==> src/rtl/lmc1992_mw_rx_pkg.sv <==
// Shared constants, FSM state type and attenuation helper for the LMC1992 microwire receiver.
package lmc_pkg;

  localparam logic [2:0] FN_MIX    = 3'd0;
  localparam logic [2:0] FN_BASS   = 3'd1;
  localparam logic [2:0] FN_TREBLE = 3'd2;
  localparam logic [2:0] FN_MASTER = 3'd3;
  localparam logic [2:0] FN_RIGHT  = 3'd4;
  localparam logic [2:0] FN_LEFT   = 3'd5;

  localparam logic [3:0] TONE_MAX   = 4'd12;
  localparam logic [5:0] MASTER_MAX = 6'd40;
  localparam logic [4:0] SIDE_MAX   = 5'd20;

  localparam logic [1:0] MIX_RST    = 2'b01;
  localparam logic [3:0] TONE_RST   = 4'd6;
  localparam logic [5:0] MASTER_RST = 6'd40;
  localparam logic [4:0] SIDE_RST   = 5'd20;

  typedef enum logic {IDLE, SHIFT} state_t;

  // Operands are always clamped, so neither subtraction can underflow.
  function automatic logic [6:0] atten_calc(input logic [5:0] master, input logic [4:0] side);
    logic [6:0] m_db;
    logic [6:0] s_db;
    m_db = (7'd40 - {1'b0, master}) << 1;
    s_db = (7'd20 - {2'b00, side}) << 1;
    return m_db + s_db;
  endfunction

endpackage

==> src/rtl/lmc1992_mw_rx_sync.sv <==
// Two-flop synchronizer with a third flop for edge detection on one microwire line.
module mw_sync #(
  parameter logic INIT = 1'b0
) (
  input  logic clk,
  input  logic reset_n,
  input  logic raw,
  output logic lvl,
  output logic rise,
  output logic fall
);

  logic [2:0] q;

  always_ff @(posedge clk or negedge reset_n) begin
    if (!reset_n) q <= {3{INIT}};
    else          q <= {q[1:0], raw};
  end

  assign lvl  = q[1];
  assign rise = q[1] & ~q[2];
  assign fall = ~q[1] & q[2];

endmodule

==> src/rtl/lmc1992_mw_rx.sv <==
// LMC1992 emulation: shifts in microwire frames, range-checks and decodes them into
// mixer/tone/volume registers, and derives registered per-channel total attenuation.
module lmc1992_mw_rx
  import lmc_pkg::*;
#(
  parameter int         MIN_BITS = 11,
  parameter logic [1:0] DEV_ADDR = 2'b10
) (
  input  logic       clk,
  input  logic       reset_n,
  input  logic       mw_clk,
  input  logic       mw_data,
  input  logic       mw_en_n,
  output logic [1:0] mix,
  output logic [3:0] bass,
  output logic [3:0] treble,
  output logic [5:0] master_vol,
  output logic [4:0] left_vol,
  output logic [4:0] right_vol,
  output logic [6:0] atten_l,
  output logic [6:0] atten_r,
  output logic       upd,
  output logic       frm_err
);

  localparam logic [4:0] MIN_CNT = 5'(MIN_BITS);

  logic sclk_lvl_unused, sclk_rise, sclk_fall_unused;
  logic sdat, sdat_rise_unused, sdat_fall_unused;
  logic sen_lvl_unused, sen_rise, sen_fall;

  mw_sync #(.INIT(1'b0)) u_sync_clk (.clk(clk), .reset_n(reset_n), .raw(mw_clk),
    .lvl(sclk_lvl_unused), .rise(sclk_rise), .fall(sclk_fall_unused));
  mw_sync #(.INIT(1'b0)) u_sync_dat (.clk(clk), .reset_n(reset_n), .raw(mw_data),
    .lvl(sdat), .rise(sdat_rise_unused), .fall(sdat_fall_unused));
  // Enable idles high, so its synchronizer must reset high to avoid a phantom frame start.
  mw_sync #(.INIT(1'b1)) u_sync_en (.clk(clk), .reset_n(reset_n), .raw(mw_en_n),
    .lvl(sen_lvl_unused), .rise(sen_rise), .fall(sen_fall));

  state_t      state, state_n;
  logic [10:0] sr, sr_n, sr_sh;
  logic [4:0]  cnt, cnt_n, cnt_sh;
  logic        eval, wr, err;
  logic [2:0]  fn;
  logic [5:0]  d;

  always_ff @(posedge clk or negedge reset_n) begin
    if (!reset_n) begin
      state <= IDLE;
      sr    <= '0;
      cnt   <= '0;
    end else begin
      state <= state_n;
      sr    <= sr_n;
      cnt   <= cnt_n;
    end
  end

  // The shifted value feeds evaluation so a clock edge coincident with enable rise counts.
  assign sr_sh  = sclk_rise ? {sr[9:0], sdat} : sr;
  assign cnt_sh = (sclk_rise && cnt != 5'd31) ? cnt + 5'd1 : cnt;

  always_comb begin
    state_n = state;
    sr_n    = sr;
    cnt_n   = cnt;
    eval    = 1'b0;
    case (state)
      IDLE: begin
        if (sen_fall) begin
          state_n = SHIFT;
          sr_n    = '0;
          cnt_n   = '0;
        end
      end
      SHIFT: begin
        if (sen_fall) begin
          sr_n  = '0;
          cnt_n = '0;
        end else begin
          sr_n  = sr_sh;
          cnt_n = cnt_sh;
          if (sen_rise) begin
            state_n = IDLE;
            eval    = 1'b1;
          end
        end
      end
      default: state_n = IDLE;
    endcase
  end

  assign fn  = sr_sh[8:6];
  assign d   = sr_sh[5:0];
  assign wr  = eval && (cnt_sh >= MIN_CNT) && (sr_sh[10:9] == DEV_ADDR) && (fn <= FN_LEFT);
  assign err = eval && !wr;

  always_ff @(posedge clk or negedge reset_n) begin
    if (!reset_n) begin
      mix        <= MIX_RST;
      bass       <= TONE_RST;
      treble     <= TONE_RST;
      master_vol <= MASTER_RST;
      left_vol   <= SIDE_RST;
      right_vol  <= SIDE_RST;
      atten_l    <= '0;
      atten_r    <= '0;
      upd        <= 1'b0;
      frm_err    <= 1'b0;
    end else begin
      upd     <= wr;
      frm_err <= err;
      atten_l <= atten_calc(master_vol, left_vol);
      atten_r <= atten_calc(master_vol, right_vol);
      if (wr) begin
        case (fn)
          FN_MIX:    mix        <= d[1:0];
          FN_BASS:   bass       <= (d[3:0] > TONE_MAX)   ? TONE_MAX   : d[3:0];
          FN_TREBLE: treble     <= (d[3:0] > TONE_MAX)   ? TONE_MAX   : d[3:0];
          FN_MASTER: master_vol <= (d[5:0] > MASTER_MAX) ? MASTER_MAX : d[5:0];
          FN_RIGHT:  right_vol  <= (d[4:0] > SIDE_MAX)   ? SIDE_MAX   : d[4:0];
          FN_LEFT:   left_vol   <= (d[4:0] > SIDE_MAX)   ? SIDE_MAX   : d[4:0];
          default:   ;
        endcase
      end
    end
  end

endmodule
==> config.mk <==
export PLATFORM = sky130hd
export DESIGN_NAME = lmc1992_mw_rx
export DESIGN_NICKNAME = d
export VERILOG_FILES = /design/src/rtl/lmc1992_mw_rx_pkg.sv /design/src/rtl/lmc1992_mw_rx_sync.sv /design/src/rtl/lmc1992_mw_rx.sv
export SDC_FILE = /design/constraint.sdc
export NUM_CORES = 1
export LEC_CHECK = 0
export BUFFER_PORTS_ARGS = -buffer_cell sky130_fd_sc_hd__buf_2
export CORE_MARGIN = 2
export CORE_UTILIZATION = 59
export DETAILED_ROUTE_END_ITERATION = 8
export GPL_ROUTABILITY_DRIVEN = 0
export PLACE_DENSITY = 0.91
export SLEW_MARGIN = 20
export SYNTH_ARGS = -nofsm -noshare
export SYNTH_HDL_FRONTEND = slang
export SYNTH_SLANG_ARGS = --single-unit
export TNS_END_PERCENT = 1
==> constraint.sdc <==
create_clock -name clk -period 4.3 [get_ports clk]
set_clock_uncertainty 0.05 [all_clocks]
set_input_delay 0.86 -clock clk [delete_from_list [all_inputs] [get_ports clk]]
set_output_delay 0.86 -clock clk [all_outputs]
set_load 0.02 [all_outputs]
# Yosys cells after proc, flatten, opt, wreduce, memory -nomap -nowiden
# Cells that the tools add are included.
# classes
add_sub_neg,6
n_lt_le_gt_ge,5
eq_ne,8
mux,18
n_bitwise,7
n_reduce_logical,13
# ops
operator,count
$mux W11,3
$pmux W11 S2,1
$mux W5,4
$add A7 B7 Y7,2
$reduce_and A2 Y1,6
$sub A5 B5 Y6 const A,2
$pmux W5 S2,1
$eq A3 B2 Y1 const B,2
$eq A3 B3 Y1 const B,2
$gt A6 B6 Y1 const B,1
$mux W1,6
$mux W6,1
$sub A6 B6 Y6 const A,1
$add A5 B1 Y5 const B,1
$ge A5 B4 Y1 const B,1
$gt A5 B5 Y1 const B,1
$logic_and A1 B1 Y1,5
$ne A5 B5 Y1 const B,1
$gt A4 B4 Y1 const B,1
$mux W4,1
$not A1 Y1,4
$and A1 B1 Y1,3
$eq A3 B1 Y1 const B,1
$le A3 B3 Y1 const B,1
5 further kinds,5
# word_totals
register_bits,67
input_bits,5
output_inout_bits,42
word_cells,73

# Depth between registers and ports, before layout
# logic_depth
ltp_word,10
mapped_depth,9
ltp_nobuf,8

# By module
# From an unflattened synthesis, not the netlist that was laid out.
# hier_totals
cells_unflattened,320
hier_area_um2,3517.1
# by_module_without_submodules
module,n_inst,cells_each,area_per_inst_um2,seq_area_each_um2
lmc1992_mw_rx,1,305,3243.1,1440.1
mw_sync at u_sync_clk ...,2,5,90.1,75.1
mw_sync at u_sync_en,1,5,93.8,78.8

# Worst setup path after synthesis
# No wires, ideal clock.
# synth_path
kind,register -> register
startpoint,reg cnt[0]
endpoint,reg right_vol[0]
setup_time_ns,0.125
t_arrival_ns,2.606
t_required_ns,4.125
path_slack_ns,1.519
path_stages_with_launch,9
n_path_buf,0
synth_period_minus_slack_ns,2.781
path_cell_list,dfrtp_1 -> ha_1 -> and3_1 -> ha_1 -> nor3b_2 -> mux2i_1 -> o22ai_1 -> a2111oi_4 -> mux2_2
# synth_via
elab_chain_cells,8
elab_cells_between_ends,9
classes_between,add/sub: 1; order compare: 1; eq/ne: 1; mux: 1; reduce/logical: 5
# synth_rtl
element,line_no,source
start: declaration,lmc1992_mw_rx.sv:42,"logic [4:0] cnt, cnt_n, cnt_sh;"
start signal: assignment,lmc1992_mw_rx.sv:55,cnt <= cnt_n;
"parallel branches: the longest is 2 deep, another holds $add A5 B1 Y5",-,
$mux W5 (*),lmc1992_mw_rx.sv:61,assign cnt_sh = (sclk_rise && cnt != 5'd31) ? cnt + 5'd1 : cnt;
$ge A5 B4 Y1 (*),lmc1992_mw_rx.sv:95,assign wr = eval && (cnt_sh >= MIN_CNT) && (sr_sh[10:9] == DEV_ADDR) && (fn <= FN_LEFT);
$logic_and A1 B1 Y1 (*) (3 in series),lmc1992_mw_rx.sv:95,
$reduce_and A2 Y1 (no source line) (*),-,
end signal: assignment,lmc1992_mw_rx.sv:121,FN_RIGHT: right_vol <= (d[4:0] > SIDE_MAX) ? SIDE_MAX : d[4:0];
end: declaration,lmc1992_mw_rx.sv:19,"output logic [4:0] right_vol,"
# Mark *: on every way between the ends.
# A chain may end at the register's enable or synchronous reset.

# Worst setup path after layout
# Ends and elaborated chain as after synthesis.

==> impl_metrics.csv <==
group,metric,value,unit
placement,hpwl,5340,um
final_layout,antenna-diode-count,0,
clock_network,insertion_delay,0.35,ns
yosys,synth_area_leader_cell,"dfrtp_1",
worst_setup_path,required,4.49,ns
final_layout,nets,403,
grt,antenna_found_initial,0,
pwr,p_leak,1.86,nW
timing,rsz0062_at_grt,"false",
worst_setup_path,reg2reg_to,"right_vol[0]",
final_layout,final.fill_count,433,
route,wl_met1,3020,um
route,drt_iter0_drc,234,
worst_setup_path,endpoint,"right_vol[0]",
pwr,clock_power_share,37.6,%
pwr,p_int,0.000883,W
grt,grt_max_degree,37,
grt,grt_pass1_vias,2677,
die,die_w,81.3,um
clock_network,cts.sinks,65,
worst_setup_path,r2r_cells,8,
clock_network,cts-buffers-inserted,9,
route,wire_per_inst,15.8,um
yosys,synth_area_leaders,"dfrtp_1 (36%), dfstp_2 (10%), mux2_2 (5.8%)",
route,viasPerCell,5.82,
yosys,synth_seq_area_share,46.7,%
route,drt_wl_total,7300,um
grt,grt_pass1_wl,12500,um
route,route.met2.wl,3690,um
pwr,comb_power_share,9.0,%
run,cap_violations,0,
route,drc,0,
grt,grt_overflow,0,
yosys,ys_types,53,
yosys,synth.avg_cell_area,10.3,um^2
clock_network,cts_tree,"built",
yosys,ys_ff_latch,65,
worst_setup_path,r2r_slack,1.11,ns
worst_setup_path,timing.rr.start,"cnt[0]",
yosys,yosys.area.top_type_share,36.2,%
die,num_rows,28,
yosys,synth-main-ff-cell,"dfrtp_1",
placement,io_buffers,44,
clock_network,clockBufferDepth,2,
pwr,p_total,0.00125,W
route,num_vias,2684,
die,pin_count,47,
timing,tightest_slew,0.812,ns
die,core,5850,um^2
clock_network,root_buffer,"clkbuf_8",
placement,dp.cells,445,
timing,finalHoldViolCount,0,
worst_setup_path,crit_type,"register to register",
grt,track_usage,25.1,%
final_layout,layout-drive-gt1-share,26.7,%
pwr,switching_share,29.5,%
timing,setup_viol,0,
worst_setup_path,worstPathMaxFanout,5,
timing,finalCriticalPeriod,3.19,ns
worst_setup_path,crit_start,"cnt[0]",
timing,slew_viol_final,0,
die,die_h,81.3,um
pwr,powerDensity,316,nW/um^2
pwr,p_sw,0.000369,W
die,dieArea,6600,um^2
run_status,run_status,"complete, no violations",
route,antenna_left,0,
final_layout,final_cells,461,
final_layout,fin_util,67.8,%
worst_setup_path,end_kind,"register",
worst_setup_path,startpoint_type,"register",
yosys,yosys_warnings,0,
clock_network,clk_pin_slew,0.08,ns
route,wl_met3,451,um
route,firstDrtPassIters,5,
clock_network,cts_setup_buffers,0,
clock_network,h-tree-depth,3,
yosys,synth_edf_count,0,
timing,setup_tns,0,ns
clock_network,cts_resized,0,
timing,timing.fmax,314,MHz
clock_network,ctsHoldBuffers,0,
worst_setup_path,arrival,3.38,ns
die,start_util,60.2,%
min_path,hp-class,"register to register",
yosys,synthesis.area,3520,um^2
timing,post-route-period-util,74.1,%
final_layout,area.growth.synth_to_final,12.5,%
yosys,synth_cells,341,
yosys,async_reset_ff_share,100,%
timing,maxSlewHeadroom,45.9,%
pwr,ir_worst_vdd,0.209,mV
route,top_layer,"met4",
pwr,power_frac_seq,53.4,%
metal layers:
| layer | vias up | track usage, % |
|---|---|---|
| met1 | 1310 | 31.6 |
| li1 | 1257 | - |
| met5 | - | 0 |
| met3 | 16 | 4.78 |
| met2 | 101 | 41.4 |
| met4 | 0 | 12.2 |
critical path, stage by stage, from the launching register on:
cell       delay [ns]
dfrtp_1          0.43
ha_1             0.25
and3_1           0.20
ha_1             0.24
nor3b_2          0.37
mux2i_1          0.29
o22ai_1          0.26
a2111oi_4        0.58
mux2_2           0.40
cells in the final DEF, fill, tap and decap left out, types with 5 or more instances in the layout:
master,n
a31oi_1,5
mux2_2,18
inv_1,30
xor2_1,7
ha_1,15
nor2_1,26
o211ai_1,5
clkbuf_8,9
nand3_1,8
dfrtp_1,51
a21oi_1,25
o21ai_0,6
buf_2,44
xnor2_1,17
dfstp_2,14
nand2_1,24
mux2i_1,10
power by group through the flow:
stage | Clock [W] | Combinational [W] | Sequential, W
6_report | 0.000470 | 0.000112 | 0.000669
5_1_grt | 0.000505 | 0.000129 | 0.000673
4_1_cts | 0.000478 | 0.000112 | 0.000667
3_5_place_dp | 0 | 0.000111 | 0.000679
3_3_place_gp | 0 | 0.000106 | 0.000676
2_1_floorplan | 0 | 0.0000981 | 0.000654
cell usage after synthesis (6+ instances only):
cell type	instances
xor2_1	7
xnor2_1	17
ha_1	15
nand3_1	8
nor2_1	26
mux2i_1	10
nand2_1	24
dfrtp_1	51
o21ai_0	6
inv_1	30
a21oi_1	25
dfstp_2	14
clkbuf_1	11
mux2_2	18
per-stage QoR:
| step | hold slack, ns | cell area [um^2] | worst slack, ns |
|---|---|---|---|
| global route | 0.311 | 3960 | 0.973 |
| finish | 0.302 | 3960 | 1.11 |
| floorplan | 0.281 | 3530 | 1.52 |
| CTS | 0.304 | 3960 | 1.14 |
| global placement | 0.283 | 3780 | 1.41 |
| detailed placement | 0.286 | 3780 | 1.18 |
cell families after synthesis:
logic type,synth area share [%]
compound gates,15.1
fa+ha+maj,6.75
other cells,0.106
mux,9.02
simple gates,10.9
flops,46.7
buf+inv,5.51
xor+xnor,5.97
layout make-up:
class / instances / area (um^2) / area share (%)
tap: 75 / 93.8 / 2.37
timing repair buffer: 47 / 243 / 6.12
sequential: 65 / 1640 / 41.5
multi-input combinational: 228 / 1690 / 42.6
inverter: 30 / 113 / 2.84
clock inverter: 7 / 56.3 / 1.42
clock buffer: 9 / 124 / 3.13
flip-flops by register name (all words and copies together), names as in the netlist, 4 cells and up:
register,flops
atten_l,6
atten_r,6
master_vol,6
left_vol,5
cnt,5
right_vol,5
sr,11
bass,4
treble,4
how the worst min path moves through the flow:
stage / from / end / slack (ns) / depth (start not counted)
global route: u_sync_dat.q[0] / u_sync_dat.q[1] / 0.31 / 0
finish: u_sync_clk.q[0] / u_sync_clk.q[1] / 0.30 / 0
global placement: u_sync_clk.q[0] / u_sync_clk.q[1] / 0.28 / 0
floorplan: u_sync_clk.q[0] / u_sync_clk.q[1] / 0.28 / 0
CTS: u_sync_clk.q[0] / u_sync_clk.q[1] / 0.30 / 0
detailed placement: u_sync_clk.q[0] / u_sync_clk.q[1] / 0.29 / 0
Power figures use the tool's default switching activity.
